[src/rtl/bp_pkg.sv]
// Shared constants for the branch predictor: B-type opcode, PC-select redirect
// codes and the reset value of a direction counter.
package bp_pkg;

  localparam logic [4:0] B_TYPE        = 5'b11000;
  localparam logic [2:0] PCSEL_PC4     = 3'd0;
  localparam logic [2:0] PCSEL_PCD_IMM = 3'd3;
  localparam logic [2:0] PCSEL_PCD_4   = 3'd4;

  // Weakly not-taken: one below the taken threshold (0 for a 1-bit counter).
  function automatic int unsigned ctr_init(input int unsigned ctr_w);
    return (32'd1 << (ctr_w - 32'd1)) - 32'd1;
  endfunction

endpackage

[src/rtl/bht_branch_predictor_sat_counter.sv]
// Saturating up/down counter holding one direction-table entry; counts toward
// taken on inc=1 and toward not-taken on inc=0 when enabled.
module sat_counter
  import bp_pkg::*;
#(
  parameter int unsigned CTR_W    = 2,
  parameter int unsigned INIT_VAL = 1
) (
  input  logic             clk,
  input  logic             rst_n,
  input  logic             en,
  input  logic             inc,
  output logic [CTR_W-1:0] count
);

  localparam logic [CTR_W-1:0] MAX_C = {CTR_W{1'b1}};
  localparam logic [CTR_W-1:0] MIN_C = {CTR_W{1'b0}};
  localparam logic [CTR_W-1:0] ONE_C = CTR_W'(1);

  logic [CTR_W-1:0] count_r;
  logic [CTR_W-1:0] next_s;

  // Next value: step toward the outcome, clamped at both ends.
  always_comb begin
    next_s = count_r;
    if (inc) begin
      if (count_r != MAX_C) next_s = count_r + ONE_C;
      else                  next_s = count_r;
    end else begin
      if (count_r != MIN_C) next_s = count_r - ONE_C;
      else                  next_s = count_r;
    end
  end

  // Counter register with synchronous active-low reset.
  always_ff @(posedge clk) begin
    if (!rst_n)  count_r <= CTR_W'(INIT_VAL);
    else if (en) count_r <= next_s;
    else         count_r <= count_r;
  end

  assign count = count_r;

endmodule

[src/rtl/bht_branch_predictor.sv]
// Table-based branch direction predictor (bimodal or gshare) with misprediction
// redirect/kill generation and saturating branch/mispredict statistics.
module bht_branch_predictor
  import bp_pkg::*;
#(
  parameter  int unsigned ENTRIES = 64,
  parameter  int unsigned CTR_W   = 2,
  parameter  int unsigned GHR_W   = 0,
  parameter  int unsigned PC_W    = 32,
  localparam int unsigned IDX_W   = $clog2(ENTRIES)
) (
  input  logic             clk,
  input  logic             rst_n,
  input  logic             pred_valid_i,
  input  logic [PC_W-1:0]  pred_pc_i,
  input  logic             pred_is_branch_i,
  output logic             pred_taken_o,
  output logic [IDX_W-1:0] pred_idx_o,
  input  logic             upd_valid_i,
  input  logic [IDX_W-1:0] upd_idx_i,
  input  logic             upd_taken_i,
  input  logic             upd_pred_i,
  output logic             mispredict_o,
  output logic [2:0]       redirect_sel_o,
  output logic             killD_req_o,
  output logic             killD2_req_o,
  output logic [31:0]      branch_cnt_o,
  output logic [31:0]      mispred_cnt_o
);

  logic [CTR_W-1:0] ctr_s [ENTRIES];
  logic [IDX_W-1:0] hist_s;
  logic [IDX_W-1:0] idx_s;
  logic             mispred_s;
  logic [31:0]      branch_cnt_r;
  logic [31:0]      mispred_cnt_r;
  logic             unused_pc_s;

  for (genvar i = 0; i < ENTRIES; i++) begin : g_tab
    sat_counter #(
      .CTR_W   (CTR_W),
      .INIT_VAL(ctr_init(CTR_W))
    ) u_ctr (
      .clk  (clk),
      .rst_n(rst_n),
      .en   (upd_valid_i && (upd_idx_i == IDX_W'(i))),
      .inc  (upd_taken_i),
      .count(ctr_s[i])
    );
  end

  if (GHR_W > 0) begin : g_ghr
    logic [GHR_W-1:0] ghr_r;

    // Non-speculative history: shifted only by resolved outcomes.
    always_ff @(posedge clk) begin
      if (!rst_n)           ghr_r <= {GHR_W{1'b0}};
      else if (upd_valid_i) ghr_r <= GHR_W'({ghr_r, upd_taken_i});
      else                  ghr_r <= ghr_r;
    end

    // History zero-extended into the low index bits.
    always_comb begin
      hist_s              = {IDX_W{1'b0}};
      hist_s[GHR_W-1:0]   = ghr_r;
    end
  end else begin : g_no_ghr
    assign hist_s = {IDX_W{1'b0}};
  end

  assign idx_s       = pred_pc_i[IDX_W+1:2] ^ hist_s;
  assign unused_pc_s = ^{pred_pc_i[PC_W-1:IDX_W+2], pred_pc_i[1:0]};

  // Prediction and resolution outputs, all gated by their valid inputs.
  always_comb begin
    pred_idx_o     = {IDX_W{1'b0}};
    pred_taken_o   = 1'b0;
    mispred_s      = 1'b0;
    redirect_sel_o = PCSEL_PC4;
    if (pred_valid_i) begin
      pred_idx_o   = idx_s;
      pred_taken_o = pred_is_branch_i & ctr_s[idx_s][CTR_W-1];
    end else begin
      pred_idx_o   = {IDX_W{1'b0}};
      pred_taken_o = 1'b0;
    end
    if (upd_valid_i && (upd_taken_i != upd_pred_i)) begin
      mispred_s      = 1'b1;
      redirect_sel_o = upd_taken_i ? PCSEL_PCD_IMM : PCSEL_PCD_4;
    end else begin
      mispred_s      = 1'b0;
      redirect_sel_o = PCSEL_PC4;
    end
  end

  assign mispredict_o = mispred_s;
  assign killD_req_o  = mispred_s;
  assign killD2_req_o = mispred_s;

  // Statistics: increment per event, hold once all ones.
  always_ff @(posedge clk) begin
    if (!rst_n) begin
      branch_cnt_r  <= 32'd0;
      mispred_cnt_r <= 32'd0;
    end else begin
      if (upd_valid_i && (branch_cnt_r != 32'hFFFF_FFFF)) branch_cnt_r <= branch_cnt_r + 32'd1;
      else                                                 branch_cnt_r <= branch_cnt_r;
      if (mispred_s && (mispred_cnt_r != 32'hFFFF_FFFF))  mispred_cnt_r <= mispred_cnt_r + 32'd1;
      else                                                 mispred_cnt_r <= mispred_cnt_r;
    end
  end

  assign branch_cnt_o  = branch_cnt_r;
  assign mispred_cnt_o = mispred_cnt_r;

endmodule
[config.mk]
export PLATFORM = sky130hd
export DESIGN_NAME = bht_branch_predictor
export DESIGN_NICKNAME = d
export VERILOG_FILES = /design/src/rtl/bp_pkg.sv /design/src/rtl/bht_branch_predictor_sat_counter.sv /design/src/rtl/bht_branch_predictor.sv
export SDC_FILE = /design/constraint.sdc
export NUM_CORES = 1
export LEC_CHECK = 0
export CAP_MARGIN = 20
export CORE_MARGIN = 10
export CORE_UTILIZATION = 61
export DETAILED_ROUTE_END_ITERATION = 16
export MAX_ROUTING_LAYER = met4
export PLACE_DENSITY_LB_ADDON = 0.08
export SYNTH_ARGS = -nofsm -noshare
export SYNTH_HDL_FRONTEND = slang
export SYNTH_SLANG_ARGS = --single-unit
[constraint.sdc]
create_clock -name clk -period 4.4 [get_ports clk]
set_input_delay 0.88 -clock clk [delete_from_list [all_inputs] [get_ports clk]]
set_output_delay 0.88 -clock clk [all_outputs]
set_load 0.05 [all_outputs]
==> results.toml <==
[status]
status = "complete, no violations"

[power_and_ir_drop]
netSwitchingPower_w = 0.00104
seqPwrFrac_pct = 48.0
combPwrFrac_pct = 10.6
clkPwrFrac_pct = 41.4
internal_power_w = 0.00290
swShare_pct = 26.5
max-vdd-ir-drop_mv = 0.277
power_density_nw_per_um2 = 333
leakage_nw = 3.99
power_w = 0.00394

[sta]
final.setup.tns_ns = 0
rsz0062_at_grt = "false"
finClkSkew_ns = 0.00769
fin_crit_ns = 4.17
timing_hold_violations_final = 0
worst_pin_slew_ns = 0.963
relSlewSlack_pct = 35.8
setup_viol = 0
slew_viol_final = 0
clock.fmax_mhz = 240
timing.final.crit_share_pct = 94.8
hold_ws_ns = 0.482

[hold_path]
worstHoldStart = "g_tab[22].u_ctr.count[0]"
hold_path.class = "flip-flop to flip-flop"
hold_end = "g_tab[22].u_ctr.count[1]"
hold_depth = 2

[synth]
synthTopCellsByArea = "dfxtp_1, o21ai_0, a21oi_1, nand2_1, o311ai_0"
synthMuxAreaShare_pct = 4.82
synthAdderAreaFrac_pct = 0.246
yosysTopAreaCellShare_pct = 37.9
synth_cell_types = 66
synth_edf_count = 0
synthTopCellsByCount = "dfxtp_1, o21ai_0, nand2_1"
yosysWarningCount = 0
yosys_register_bits = 192
synth_seq_area_share_pct = 37.9
synth_area_per_cell_sq_um = 7.95
syn_area_sq_um = 10200
synthArstFlopShare_pct = 0
synth_top_family_by_area = "simple AND/OR/NAND/NOR gates"
synthXorXnorAreaFrac_pct = 0.604
synth_nets = 1324
synth-compound-area-share_pct = 24.8
synth.most_common_cell = "dfxtp_1"
synthSimpleGateAreaFrac_pct = 27.4
synth_flop_cell = "dfxtp_1"
post-synth-top-area-cell = "dfxtp_1"
syn-instance-count = 1277

[die]
die_w_um = 149
io_pins = 122
die_area_sq_um = 22200
start_util_pct = 61.7
fp.dieH_um = 149
rows = 47
coreArea_sq_um = 16500

[cts]
clk_path_buf_depth = 2
cts-root-buf = "clkbuf_16"
cts.sinks = 192
clk_pin_slew_worst_paths_ns = 0.07
numCtsBuffers = 17
clk_latency_ns = 0.44
hold_buffers = 0
post_cts_buffers = 0
cts_tree = "built"
cts_max_level = 4
post_cts_resized = 0

[worst_setup_path]
rr_worst_depth = 5
worst-setup-path-type = "input port to output port"
start_kind = "input port"
cp-end-kind = "output port"
r2r-end = "branch_cnt_o[13]"
r2r_start = "branch_cnt_o[3]"
arrival_ns = 3.29
cp.required_ns = 3.52
critPathMaxFanout = 7
ff2ff_setup_slack_ns = 1.77

[final_layout]
seqCellArea_sq_um = 3840
drive_gt1_share_pct = 7.40
diodes = 0
design_area_sq_um = 11800
instances_no_fill = 1557
num-fill-cells = 1311
multi_input_area_sq_um = 5890
syn_to_final_growth_pct = 16.6
finalNetCount = 1372

[grt]
grt_pass1_wl_mm = 43.3
grt_max_degree = 144
antenna_found_initial = 0
grt-ovfl-total = 0
grt.total_usage_pct = 23.7
grt_pass1_vias = 8828

[placed_design]
place_area_sq_um = 11200
port_buffers = 95
dp.cells = 1525
place_congestion = 0.882
dp.final_hpwl_mm = 17.0

[job]
maxCapViolations = 0

[routing]
wirelength_mm = 26.0
drc = 0
drt_iter0_drc = 756
dr.pass1.iters = 5
vias_per_cell = 6.27
ant_nets = 0
num_vias = 9764
wire_per_inst_um = 16.7
-- worst max-delay path by stage --
stage | from | to | cells after the start
final | pred_pc_i[4] | pred_taken_o | 6
after floorplan | pred_pc_i[4] | pred_taken_o | 6
after global placement | pred_pc_i[4] | pred_taken_o | 6
after global routing | pred_pc_i[4] | pred_taken_o | 6
after detailed placement | pred_pc_i[4] | pred_taken_o | 6
after CTS | pred_pc_i[4] | pred_taken_o | 6
-- cell families after synthesis --
family,after synthesis
and+or+nand+nor,513
muxes,30
xor gates and xnor gates,7
AOI/OAI and AO/OA,427
adders and majority gates,2
buffers and inverters,106
DFF,192
-- critical path: stages --
cell and delay (ns):
clkdlybuf4s50_1 0.83, mux4_2 0.62, mux4_2 0.48, nor2_1 0.12
o32ai_1 0.13, buf_4 0.22
-- per-layer routing --
metal / up-vias / GRT usage [%] / wire (um)
met2: 285 / 38.0 / 12400
li1: 4831 / - / -
met5: - / - / 0
met3: 35 / 3.73 / 1580
met1: 4613 / 29.6 / 11500
met4: 0 / 8.73 / 582
-- power by group through the flow --
stage	clock network [W]	logic, W	registers (W)
2_1_floorplan	0	0.000297	0.00191
3_3_place_gp	0	0.000396	0.00193
3_5_place_dp	0	0.000408	0.00193
4_1_cts	0.00166	0.000411	0.00189
5_1_grt	0.00172	0.000462	0.00190
6_report	0.00163	0.000416	0.00189
-- sequential cells by signal, summed over array words and instances (netlist names) --
name / count
g_tab.u_ctr.count: 128
branch_cnt_o: 32
mispred_cnt_o: 32
-- cells in the final DEF, fill, tap and decap left out, drive strengths merged, types with 24 or more instances in the layout --
| master | synthesis | routed |
|---|---|---|
| dfxtp | 192 | 192 |
| o21ai | 168 | 168 |
| nand2 | 149 | 149 |
| a21oi | 134 | 134 |
| clkdlybuf4s50 | 0 | 91 |
| nor2 | 86 | 86 |
| and2 | 51 | 51 |
| and3 | 48 | 48 |
| o31ai | 43 | 43 |
| o311ai | 42 | 42 |
| nand2b | 29 | 29 |
| buf | 16 | 26 |
| nand3 | 24 | 24 |
| or3 | 24 | 24 |
-- cell type report --
class	count	share of cell area [%]
clock buffers	18	3.71
repair buffers	117	9.73
well taps	220	2.32
inverters	18	0.581
clock inverters	13	1.48
multi-input cells	979	49.7
flip-flops and latches	192	32.5
-- through the flow --
| stage | utilization (%) | setup WS [ns] |
|---|---|---|
| floorplan | - | 0.270 |
| global placement | 68.0 | 0.265 |
| detailed placement | 68.0 | 0.286 |
| CTS | 71.8 | 0.253 |
| global route | 71.9 | 0.194 |
| finish | 71.9 | 0.230 |
Note: power is estimated with default switching activity, not from simulation.
